===== config.mk =====
export PLATFORM = sky130hd
export DESIGN_NAME = oled_ctrl
export DESIGN_NICKNAME = d
export VERILOG_FILES = /design/src/rtl/oled_pkg.sv /design/src/rtl/oled_frame_writer.sv /design/src/rtl/oled_ctrl.sv
export SDC_FILE = /design/constraint.sdc
export NUM_CORES = 1
export LEC_CHECK = 0
export BUFFER_PORTS_ARGS = -buffer_cell sky130_fd_sc_hd__buf_2
export CORE_AREA = 10 10 89 91
export CTS_CLUSTER_DIAMETER = 150
export DETAILED_ROUTE_END_ITERATION = 6
export DIE_AREA = 0 0 99 101
export GPL_ROUTABILITY_DRIVEN = 0
export PLACE_DENSITY = 0.84
export SYNTH_ARGS = -nofsm -noshare
export SYNTH_HDL_FRONTEND = slang
export SYNTH_SLANG_ARGS = --single-unit

===== constraint.sdc =====
create_clock -name clk -period 6.3 [get_ports clk]
set_clock_uncertainty 0.15 [all_clocks]
set_input_delay 0.63 -clock clk [delete_from_list [all_inputs] [get_ports clk]]
set_output_delay 0.63 -clock clk [all_outputs]
set_load 0.02 [all_outputs]

===== src/rtl/oled_pkg.sv =====
// Shared types and constants for the SSD1306 OLED controller slice.
package oled_pkg;

  // Top-level sequencer states. A frame in progress is one state here;
  // its command/fetch/data walk is tracked inside oled_frame_writer.
  typedef enum logic [2:0] {
    ST_VDD_WAIT  = 3'd0,
    ST_RST_LOW   = 3'd1,
    ST_RST_REC   = 3'd2,
    ST_VBAT_WAIT = 3'd3,
    ST_INIT      = 3'd4,
    ST_IDLE      = 3'd5,
    ST_FRAME     = 3'd6
  } oled_state_e;

  // Frame walk states.
  typedef enum logic [1:0] {
    WR_IDLE  = 2'd0,
    WR_CMD   = 2'd1,
    WR_FETCH = 2'd2,
    WR_DATA  = 2'd3
  } wr_state_e;

  localparam logic [7:0] CMD_PAGE_BASE = 8'hB0;
  localparam logic [7:0] CMD_COL_LO    = 8'h00;
  localparam logic [7:0] CMD_COL_HI    = 8'h10;

  localparam int DEF_PAGES = 4;
  localparam int DEF_COLS  = 128;
  localparam int DLY_W     = 24;

  // Page-address command byte for a given page number.
  function automatic logic [7:0] page_cmd(input logic [7:0] page);
    return CMD_PAGE_BASE | page;
  endfunction

endpackage


===== src/rtl/oled_frame_writer.sv =====
// Walks one frame: per page three address commands, then COLS data bytes
// fetched from the framebuffer (1-cycle read latency). All outputs
// registered except last_done, which tells the sequencer the final byte
// was accepted this cycle.
module oled_frame_writer
  import oled_pkg::*;
#(
  parameter int PAGES = DEF_PAGES,
  parameter int COLS  = DEF_COLS,
  localparam int AW = $clog2(PAGES * COLS),
  localparam int PW = (PAGES > 1) ? $clog2(PAGES) : 1,
  localparam int CW = (COLS > 1) ? $clog2(COLS) : 1
) (
  input  logic          clk,
  input  logic          reset_n,
  input  logic          start,
  input  logic          spi_send_done,
  input  logic [7:0]    fb_data,
  output logic [AW-1:0] fb_addr,
  output logic          spi_send,
  output logic [7:0]    spi_data,
  output logic          spi_dc,
  output logic          frame_done,
  output logic          last_done
);

  wr_state_e       state_r, state_s;
  logic [PW-1:0]   page_r, page_s, page_inc_s;
  logic [CW-1:0]   col_r, col_s;
  logic [1:0]      cmd_idx_r, cmd_idx_s;
  logic            fetch_r, fetch_s;
  logic [AW-1:0]   addr_r, addr_s;
  logic            send_r, send_s;
  logic [7:0]      data_r, data_s;
  logic            dc_r, dc_s;
  logic            fd_r, fd_s;
  logic            done_s, col_last_s, page_last_s;

  // A done pulse only counts while a byte is actually being requested.
  assign done_s      = spi_send_done & send_r;
  assign col_last_s  = (col_r == CW'(COLS - 1));
  assign page_last_s = (page_r == PW'(PAGES - 1));
  assign page_inc_s  = page_r + PW'(1);
  assign last_done   = (state_r == WR_DATA) & done_s & col_last_s & page_last_s;

  assign fb_addr    = addr_r;
  assign spi_send   = send_r;
  assign spi_data   = data_r;
  assign spi_dc     = dc_r;
  assign frame_done = fd_r;

  // State and datapath registers.
  always_ff @(posedge clk or negedge reset_n) begin
    if (!reset_n) begin
      state_r   <= WR_IDLE;
      page_r    <= '0;
      col_r     <= '0;
      cmd_idx_r <= 2'd0;
      fetch_r   <= 1'b0;
      addr_r    <= '0;
      send_r    <= 1'b0;
      data_r    <= 8'h00;
      dc_r      <= 1'b0;
      fd_r      <= 1'b0;
    end else begin
      state_r   <= state_s;
      page_r    <= page_s;
      col_r     <= col_s;
      cmd_idx_r <= cmd_idx_s;
      fetch_r   <= fetch_s;
      addr_r    <= addr_s;
      send_r    <= send_s;
      data_r    <= data_s;
      dc_r      <= dc_s;
      fd_r      <= fd_s;
    end
  end

  // Next-state selection for the frame walk.
  always_comb begin
    state_s = state_r;
    case (state_r)
      WR_IDLE: begin
        if (start) state_s = WR_CMD;
        else       state_s = WR_IDLE;
      end
      WR_CMD: begin
        if (done_s && (cmd_idx_r >= 2'd2)) state_s = WR_FETCH;
        else                               state_s = WR_CMD;
      end
      WR_FETCH: begin
        if (fetch_r) state_s = WR_DATA;
        else         state_s = WR_FETCH;
      end
      WR_DATA: begin
        if (!done_s)           state_s = WR_DATA;
        else if (!col_last_s)  state_s = WR_FETCH;
        else if (!page_last_s) state_s = WR_CMD;
        else                   state_s = WR_IDLE;
      end
      default: state_s = WR_IDLE;
    endcase
  end

  // Next values of the registered outputs and counters.
  always_comb begin
    page_s    = page_r;
    col_s     = col_r;
    cmd_idx_s = cmd_idx_r;
    fetch_s   = fetch_r;
    addr_s    = addr_r;
    send_s    = send_r;
    data_s    = data_r;
    dc_s      = dc_r;
    fd_s      = 1'b0;
    case (state_r)
      WR_IDLE: begin
        if (start) begin
          page_s    = '0;
          cmd_idx_s = 2'd0;
          send_s    = 1'b1;
          data_s    = page_cmd(8'h00);
          dc_s      = 1'b0;
        end else begin
          send_s = 1'b0;
        end
      end
      WR_CMD: begin
        if (done_s) begin
          case (cmd_idx_r)
            2'd0: begin
              cmd_idx_s = 2'd1;
              data_s    = CMD_COL_LO;
            end
            2'd1: begin
              cmd_idx_s = 2'd2;
              data_s    = CMD_COL_HI;
            end
            default: begin
              col_s   = '0;
              addr_s  = AW'(page_r) * AW'(COLS);
              send_s  = 1'b0;
              fetch_s = 1'b0;
            end
          endcase
        end else begin
          send_s = 1'b1;
        end
      end
      WR_FETCH: begin
        // Address was presented on entry; data is valid in the second cycle.
        fetch_s = ~fetch_r;
        if (fetch_r) begin
          data_s = fb_data;
          send_s = 1'b1;
          dc_s   = 1'b1;
        end else begin
          send_s = 1'b0;
        end
      end
      WR_DATA: begin
        if (!done_s) begin
          send_s = 1'b1;
        end else if (!col_last_s) begin
          col_s   = col_r + CW'(1);
          addr_s  = addr_r + AW'(1);
          send_s  = 1'b0;
          fetch_s = 1'b0;
        end else if (!page_last_s) begin
          page_s    = page_inc_s;
          cmd_idx_s = 2'd0;
          send_s    = 1'b1;
          data_s    = page_cmd(8'(page_inc_s));
          dc_s      = 1'b0;
        end else begin
          send_s = 1'b0;
          fd_s   = 1'b1;
        end
      end
      default: begin
        send_s = 1'b0;
      end
    endcase
  end

endmodule


===== src/rtl/oled_ctrl.sv =====
// SSD1306 top sequencer: power-up timing, oled_init pass-through,
// refresh latch and arbitration of the single SPI byte sender.
module oled_ctrl
  import oled_pkg::*;
#(
  parameter int VDD_DLY  = 100_000,
  parameter int RST_LOW  = 300,
  parameter int RST_REC  = 300,
  parameter int VBAT_DLY = 10_000_000,
  parameter int PAGES    = DEF_PAGES,
  parameter int COLS     = DEF_COLS,
  localparam int AW = $clog2(PAGES * COLS)
) (
  input  logic          clk,
  input  logic          reset_n,
  input  logic          refresh_req,
  output logic          ready,
  output logic          busy,
  output logic          frame_done,
  input  logic          init_spi_send,
  input  logic [7:0]    init_spi_data,
  input  logic          init_done,
  output logic          init_send_done,
  output logic          init_reset_n,
  output logic [AW-1:0] fb_addr,
  input  logic [7:0]    fb_data,
  output logic          spi_send,
  output logic [7:0]    spi_data,
  output logic          spi_dc,
  input  logic          spi_send_done,
  output logic          oled_vdd_n,
  output logic          oled_vbat_n,
  output logic          oled_res_n
);

  localparam logic [DLY_W-1:0] VDD_LD  = DLY_W'(VDD_DLY - 1);
  localparam logic [DLY_W-1:0] RSTL_LD = DLY_W'(RST_LOW - 1);
  localparam logic [DLY_W-1:0] RSTR_LD = DLY_W'(RST_REC - 1);
  localparam logic [DLY_W-1:0] VBAT_LD = DLY_W'(VBAT_DLY - 1);

  oled_state_e      state_r, state_s;
  logic [DLY_W-1:0] cnt_r, cnt_s;
  logic             pend_r, pend_s;
  logic             vdd_n_r, vdd_n_s, vbat_n_r, vbat_n_s, res_n_r, res_n_s;
  logic             init_rst_n_r, init_rst_n_s;
  logic             ready_r, ready_s, busy_r, busy_s;
  logic             cnt_zero_s, start_s, in_init_s, wr_done_in_s, wr_last_s;
  logic             wr_send_s, wr_dc_s;
  logic [7:0]       wr_data_s;

  assign cnt_zero_s   = (cnt_r == {DLY_W{1'b0}});
  assign start_s      = (state_r == ST_IDLE) & pend_r;
  assign in_init_s    = (state_r == ST_INIT);
  assign wr_done_in_s = spi_send_done & (state_r == ST_FRAME);

  oled_frame_writer #(
    .PAGES (PAGES),
    .COLS  (COLS)
  ) u_writer (
    .clk           (clk),
    .reset_n       (reset_n),
    .start         (start_s),
    .spi_send_done (wr_done_in_s),
    .fb_data       (fb_data),
    .fb_addr       (fb_addr),
    .spi_send      (wr_send_s),
    .spi_data      (wr_data_s),
    .spi_dc        (wr_dc_s),
    .frame_done    (frame_done),
    .last_done     (wr_last_s)
  );

  // oled_init owns the sender only while in INIT; this path is combinational.
  assign spi_send       = in_init_s ? init_spi_send : wr_send_s;
  assign spi_data       = in_init_s ? init_spi_data : wr_data_s;
  assign spi_dc         = in_init_s ? 1'b0 : wr_dc_s;
  assign init_send_done = in_init_s & spi_send_done;

  assign oled_vdd_n   = vdd_n_r;
  assign oled_vbat_n  = vbat_n_r;
  assign oled_res_n   = res_n_r;
  assign init_reset_n = init_rst_n_r;
  assign ready        = ready_r;
  assign busy         = busy_r;

  // State register, delay counter, refresh latch and registered outputs.
  always_ff @(posedge clk or negedge reset_n) begin
    if (!reset_n) begin
      state_r      <= ST_VDD_WAIT;
      cnt_r        <= VDD_LD;
      pend_r       <= 1'b0;
      vdd_n_r      <= 1'b1;
      vbat_n_r     <= 1'b1;
      res_n_r      <= 1'b1;
      init_rst_n_r <= 1'b0;
      ready_r      <= 1'b0;
      busy_r       <= 1'b1;
    end else begin
      state_r      <= state_s;
      cnt_r        <= cnt_s;
      pend_r       <= pend_s;
      vdd_n_r      <= vdd_n_s;
      vbat_n_r     <= vbat_n_s;
      res_n_r      <= res_n_s;
      init_rst_n_r <= init_rst_n_s;
      ready_r      <= ready_s;
      busy_r       <= busy_s;
    end
  end

  // Next-state selection through the power-up sequence and frame requests.
  always_comb begin
    state_s = state_r;
    case (state_r)
      ST_VDD_WAIT: begin
        if (cnt_zero_s) state_s = ST_RST_LOW;
        else            state_s = ST_VDD_WAIT;
      end
      ST_RST_LOW: begin
        if (cnt_zero_s) state_s = ST_RST_REC;
        else            state_s = ST_RST_LOW;
      end
      ST_RST_REC: begin
        if (cnt_zero_s) state_s = ST_VBAT_WAIT;
        else            state_s = ST_RST_REC;
      end
      ST_VBAT_WAIT: begin
        if (cnt_zero_s) state_s = ST_INIT;
        else            state_s = ST_VBAT_WAIT;
      end
      ST_INIT: begin
        if (init_done) state_s = ST_IDLE;
        else           state_s = ST_INIT;
      end
      ST_IDLE: begin
        if (pend_r) state_s = ST_FRAME;
        else        state_s = ST_IDLE;
      end
      ST_FRAME: begin
        if (wr_last_s) state_s = ST_IDLE;
        else           state_s = ST_FRAME;
      end
      default: state_s = ST_VDD_WAIT;
    endcase
  end

  // Next values of the counter, latch and outputs, derived from the next state
  // so each registered pin changes on the same edge as the state.
  always_comb begin
    cnt_s = cnt_r;
    if (state_s != state_r) begin
      case (state_s)
        ST_RST_LOW:   cnt_s = RSTL_LD;
        ST_RST_REC:   cnt_s = RSTR_LD;
        ST_VBAT_WAIT: cnt_s = VBAT_LD;
        default:      cnt_s = {DLY_W{1'b0}};
      endcase
    end else if (!cnt_zero_s) begin
      cnt_s = cnt_r - DLY_W'(1);
    end else begin
      cnt_s = cnt_r;
    end
    // A request arriving in the same cycle a frame starts re-arms the latch.
    pend_s       = refresh_req | (pend_r & ~start_s);
    vdd_n_s      = 1'b0;
    vbat_n_s     = vbat_n_r & (state_s != ST_VBAT_WAIT);
    res_n_s      = (state_s != ST_RST_LOW);
    init_rst_n_s = init_rst_n_r | (state_s == ST_INIT);
    ready_s      = ready_r | (state_s == ST_IDLE);
    busy_s       = (state_s != ST_IDLE);
  end

endmodule


==> impl_metrics.toml <==
[setup_path]
crit_type = "flop to flop"
r2r_slack_ps = 2930
reg2reg_depth = 7
endpoint = "cnt_r[0]$_DFFE_PN1P_"
arrival_ps = 3500
cp-startpoint = "u_writer.state_r[1]$_DFF_PN0_"
slowest_delay_ps = 670
required_ps = 6430
worst_path_max_delay_cell = "ha_1"
r2r-end = "cnt_r[0]$_DFFE_PN1P_"
crit_buf_inv = 0
cp-start-kind = "flop"
critical-path-top-delay-family = "simple AND/OR/NAND/NOR gates"
crit_chain = "ha_1 -> nand4b_1 -> nor4_1 -> o22ai_1 -> a21oi_2 -> nand3_2 -> o211ai_1"
r2r_start = "u_writer.state_r[1]$_DFF_PN0_"
critical_path.endpoint_type = "flop"
path_depth = 7
crit_fanout = 21

[route]
dr.pass1.iters = 5
route.vias.total = 3065
top_layer = "met4"
ant_nets = 0
wl_met2_um = 4720
drc = 0
drtIter0Drc = 180
wl_per_cell_um = 16.5
finalWirelength_um = 8630
met3WireLength_um = 355
vias_per_cell = 5.85
wl_met1_um = 3430

[logic_synthesis]
ys.warnings.count = 0
ys_types = 59
synth_flop_cell = "dfrtp_1"
syn_avg_cell_area_um2 = 9.50
yosysSeqAreaShare_pct = 45.6
synth-seq-cells = 68
synth_top_area_share_pct = 35.8
yosys.area.top_type = "dfrtp_1"
syn_inst = 397
synthTopCellsByArea = "dfrtp_1 36%, dfstp_2 9.8%, nand2_1 5.6%, xor2_1 4.2%, mux2_2 3.9%"
synth-edff-count = 0
syn_area_mm2 = 0.00377
async_flop_share_pct = 100
synth.net_count = 429

[cts]
cts_hold_buffers = 0
ctsHtreeMaxLevel = 3
clkTransAtPathRegs_ps = 70
ctsRootBufferMaster = "clkbuf_8"
cts_tree = "yes"
cts_buffers = 9
cts_buffer_depth = 2
clock-sinks = 68
cts_resized = 0
post-cts-setup-buffer-count = 0
clock_latency_ps = 360

[layout]
area_delta_synth_final_pct = 12.5
finalNonFillerCells = 524
nets = 474
drive_gt1_share_pct = 23.9
final_cell_area_mm2 = 0.00424
antenna_cells = 0

[pwr]
p_per_area_mw_per_mm2 = 195
power.total_mw = 0.826
pwr-share-comb_pct = 2.2
swShare_pct = 21.6
pwr-share-clk_pct = 44.7
p_int_mw = 0.647
p_seq_share_pct = 53.1
vdd_drop_max_mv = 0.132
p_leak_nw = 1.92
p_switching_mw = 0.179

[floorplan]
start_util_pct = 60.8
die-area_mm2 = 0.0100
die_x_um = 99
core_mm2 = 0.00620
die_h_um = 101
ioPinCount = 49
rows = 29

[global_routing]
grt_pass1_wl_um = 14500
overflow = 0
grtUsageTotal_pct = 17.5
grt_pass1_vias = 3125
grt_max_degree = 69
antenna_found_initial = 0

[sta]
hold_viol = 0
hold_slack_ps = 314
slew_viol_final = 0
relSlewSlack_pct = 40.3
setup_violations = 0
setup_tns_ps = 0
min_period_over_period_pct = 53.5
worst_pin_slew_ps = 892
rsz0062_at_grt = "false"
timing.fmax_ghz = 0.297
fin_crit_ps = 3370

[job]
cap_violations = 0

[min_path]
hold_class = "primary input to asynchronous set/reset pin"

[run_status]
status = "finished clean"

[place]
dp.cells = 508
io_buffers = 48
placed_area_mm2 = 0.00404
dp_hpwl_um = 6190
-- per-stage QoR --
step	worst slack (ps)	util, %
finish	2930	68.4
global route	2630	68.4
CTS	2900	68.4
detailed placement	2910	65.1
global placement	3060	65.1
floorplan	3580	-
-- layout make-up --
| cell class | count | area [um^2] |
|---|---|---|
| Tap cell | 77 | 96.3 |
| Inverter | 12 | 45.0 |
| Clock inverter | 4 | 47.5 |
| Sequential cell | 68 | 1720 |
| Fill cell | 487 | 1960 |
| Multi-Input combinational cell | 301 | 1920 |
| Clock buffer | 12 | 155 |
| Timing Repair Buffer | 50 | 255 |
-- worst register-to-register path: cells and delay by family, from the launching register on --
family	cells	cell delay, ps
and+or+nand+nor	3	1150
AOI/OAI and AO/OA	3	910
adders and majority gates	1	670
DFF	1	410
-- worst min path at each step --
stage | endpoint | from | slack, ps | cells past startpoint
2_1_floorplan | cnt_r[11]$_DFFE_PN0P_ | reset_n | 180 | 0
4_1_cts | pend_r$_DFF_PN0_ | refresh_req | 320 | 2
3_3_place_gp | init_reset_n$_DFF_PN0_ | init_reset_n$_DFF_PN0_ | 290 | 1
3_5_place_dp | ready$_DFF_PN0_ | ready$_DFF_PN0_ | 300 | 1
6_report | cnt_r[8]$_DFFE_PN0P_ | reset_n | 310 | 2
5_1_grt | pend_r$_DFF_PN0_ | refresh_req | 320 | 2
-- cells by family after synthesis --
kind of cell,after synthesis,share of synthesized area [%]
and+or+nand+nor,185,25.4
DFF,68,45.6
AOI/OAI and AO/OA,60,10.6
buffers and inverters,28,3.52
xor gates and xnor gates,27,6.27
muxes,18,5.21
adders and majority gates,10,3.32
other,1,0.0995
-- placed cells by master, fill, tap and decap left out, types with 4 or more instances in the layout --
cell type,Yosys,final
nor4_1,11,10
nand4_1,7,7
a21o_1,4,4
mux2_2,13,13
nor2_1,39,39
nor3_1,9,9
clkbuf_8,0,11
xnor2_1,9,9
buf_2,1,48
nand2b_1,7,7
dfstp_2,14,14
dfrtp_1,54,54
and3_1,5,5
a21oi_1,10,10
o22ai_1,4,4
o21ai_0,18,18
inv_1,12,12
ha_1,10,10
xor2_1,18,18
nand2_1,56,56
or3_1,7,7
mux2i_1,5,5
nand3_1,16,16
-- synth_stat cells (all sizes together), types with 2 or more instances --
master,number
a211o,2
a211oi,2
a21o,4
a21oi,11
a31oi,2
and3,5
buf,6
clkbuf,10
dfrtp,54
dfstp,14
ha,10
inv,12
mux2,13
mux2i,5
nand2,59
nand2b,7
nand3,18
nand3b,2
nand4,7
nand4b,2
nor2,39
nor2b,3
nor3,11
nor3b,2
nor4,11
o211ai,2
o21a,2
o21ai,18
o22a,3
o22ai,4
o41ai,3
or3,9
or3b,2
or4,4
xnor2,9
xor2,18
-- registers in the layout, summed over array words and instances (netlist names), 2 cells and up --
register and cells:
cnt_r 24, u_writer.fb_addr 9, u_writer.spi_data 8, u_writer.col_r 7
state_r 3, u_writer.cmd_idx_r 2, u_writer.page_r 2, u_writer.state_r 2
-- power groups by stage --
stage	logic [mW]	registers, mW	clock network [mW]
final	0.0179	0.439	0.369
after global routing	0.0205	0.439	0.393
after CTS	0.0187	0.439	0.374
after detailed placement	0.0187	0.447	0
after global placement	0.0183	0.447	0
after floorplan	0.00126	0.448	0
-- per-layer routing --
metal,up-vias,track usage (%)
li1,1482,-
met5,-,0
met4,0,7.28
met3,9,3.70
met1,1502,19.8
met2,72,31.1
Note: power is estimated with default switching activity, not from simulation.
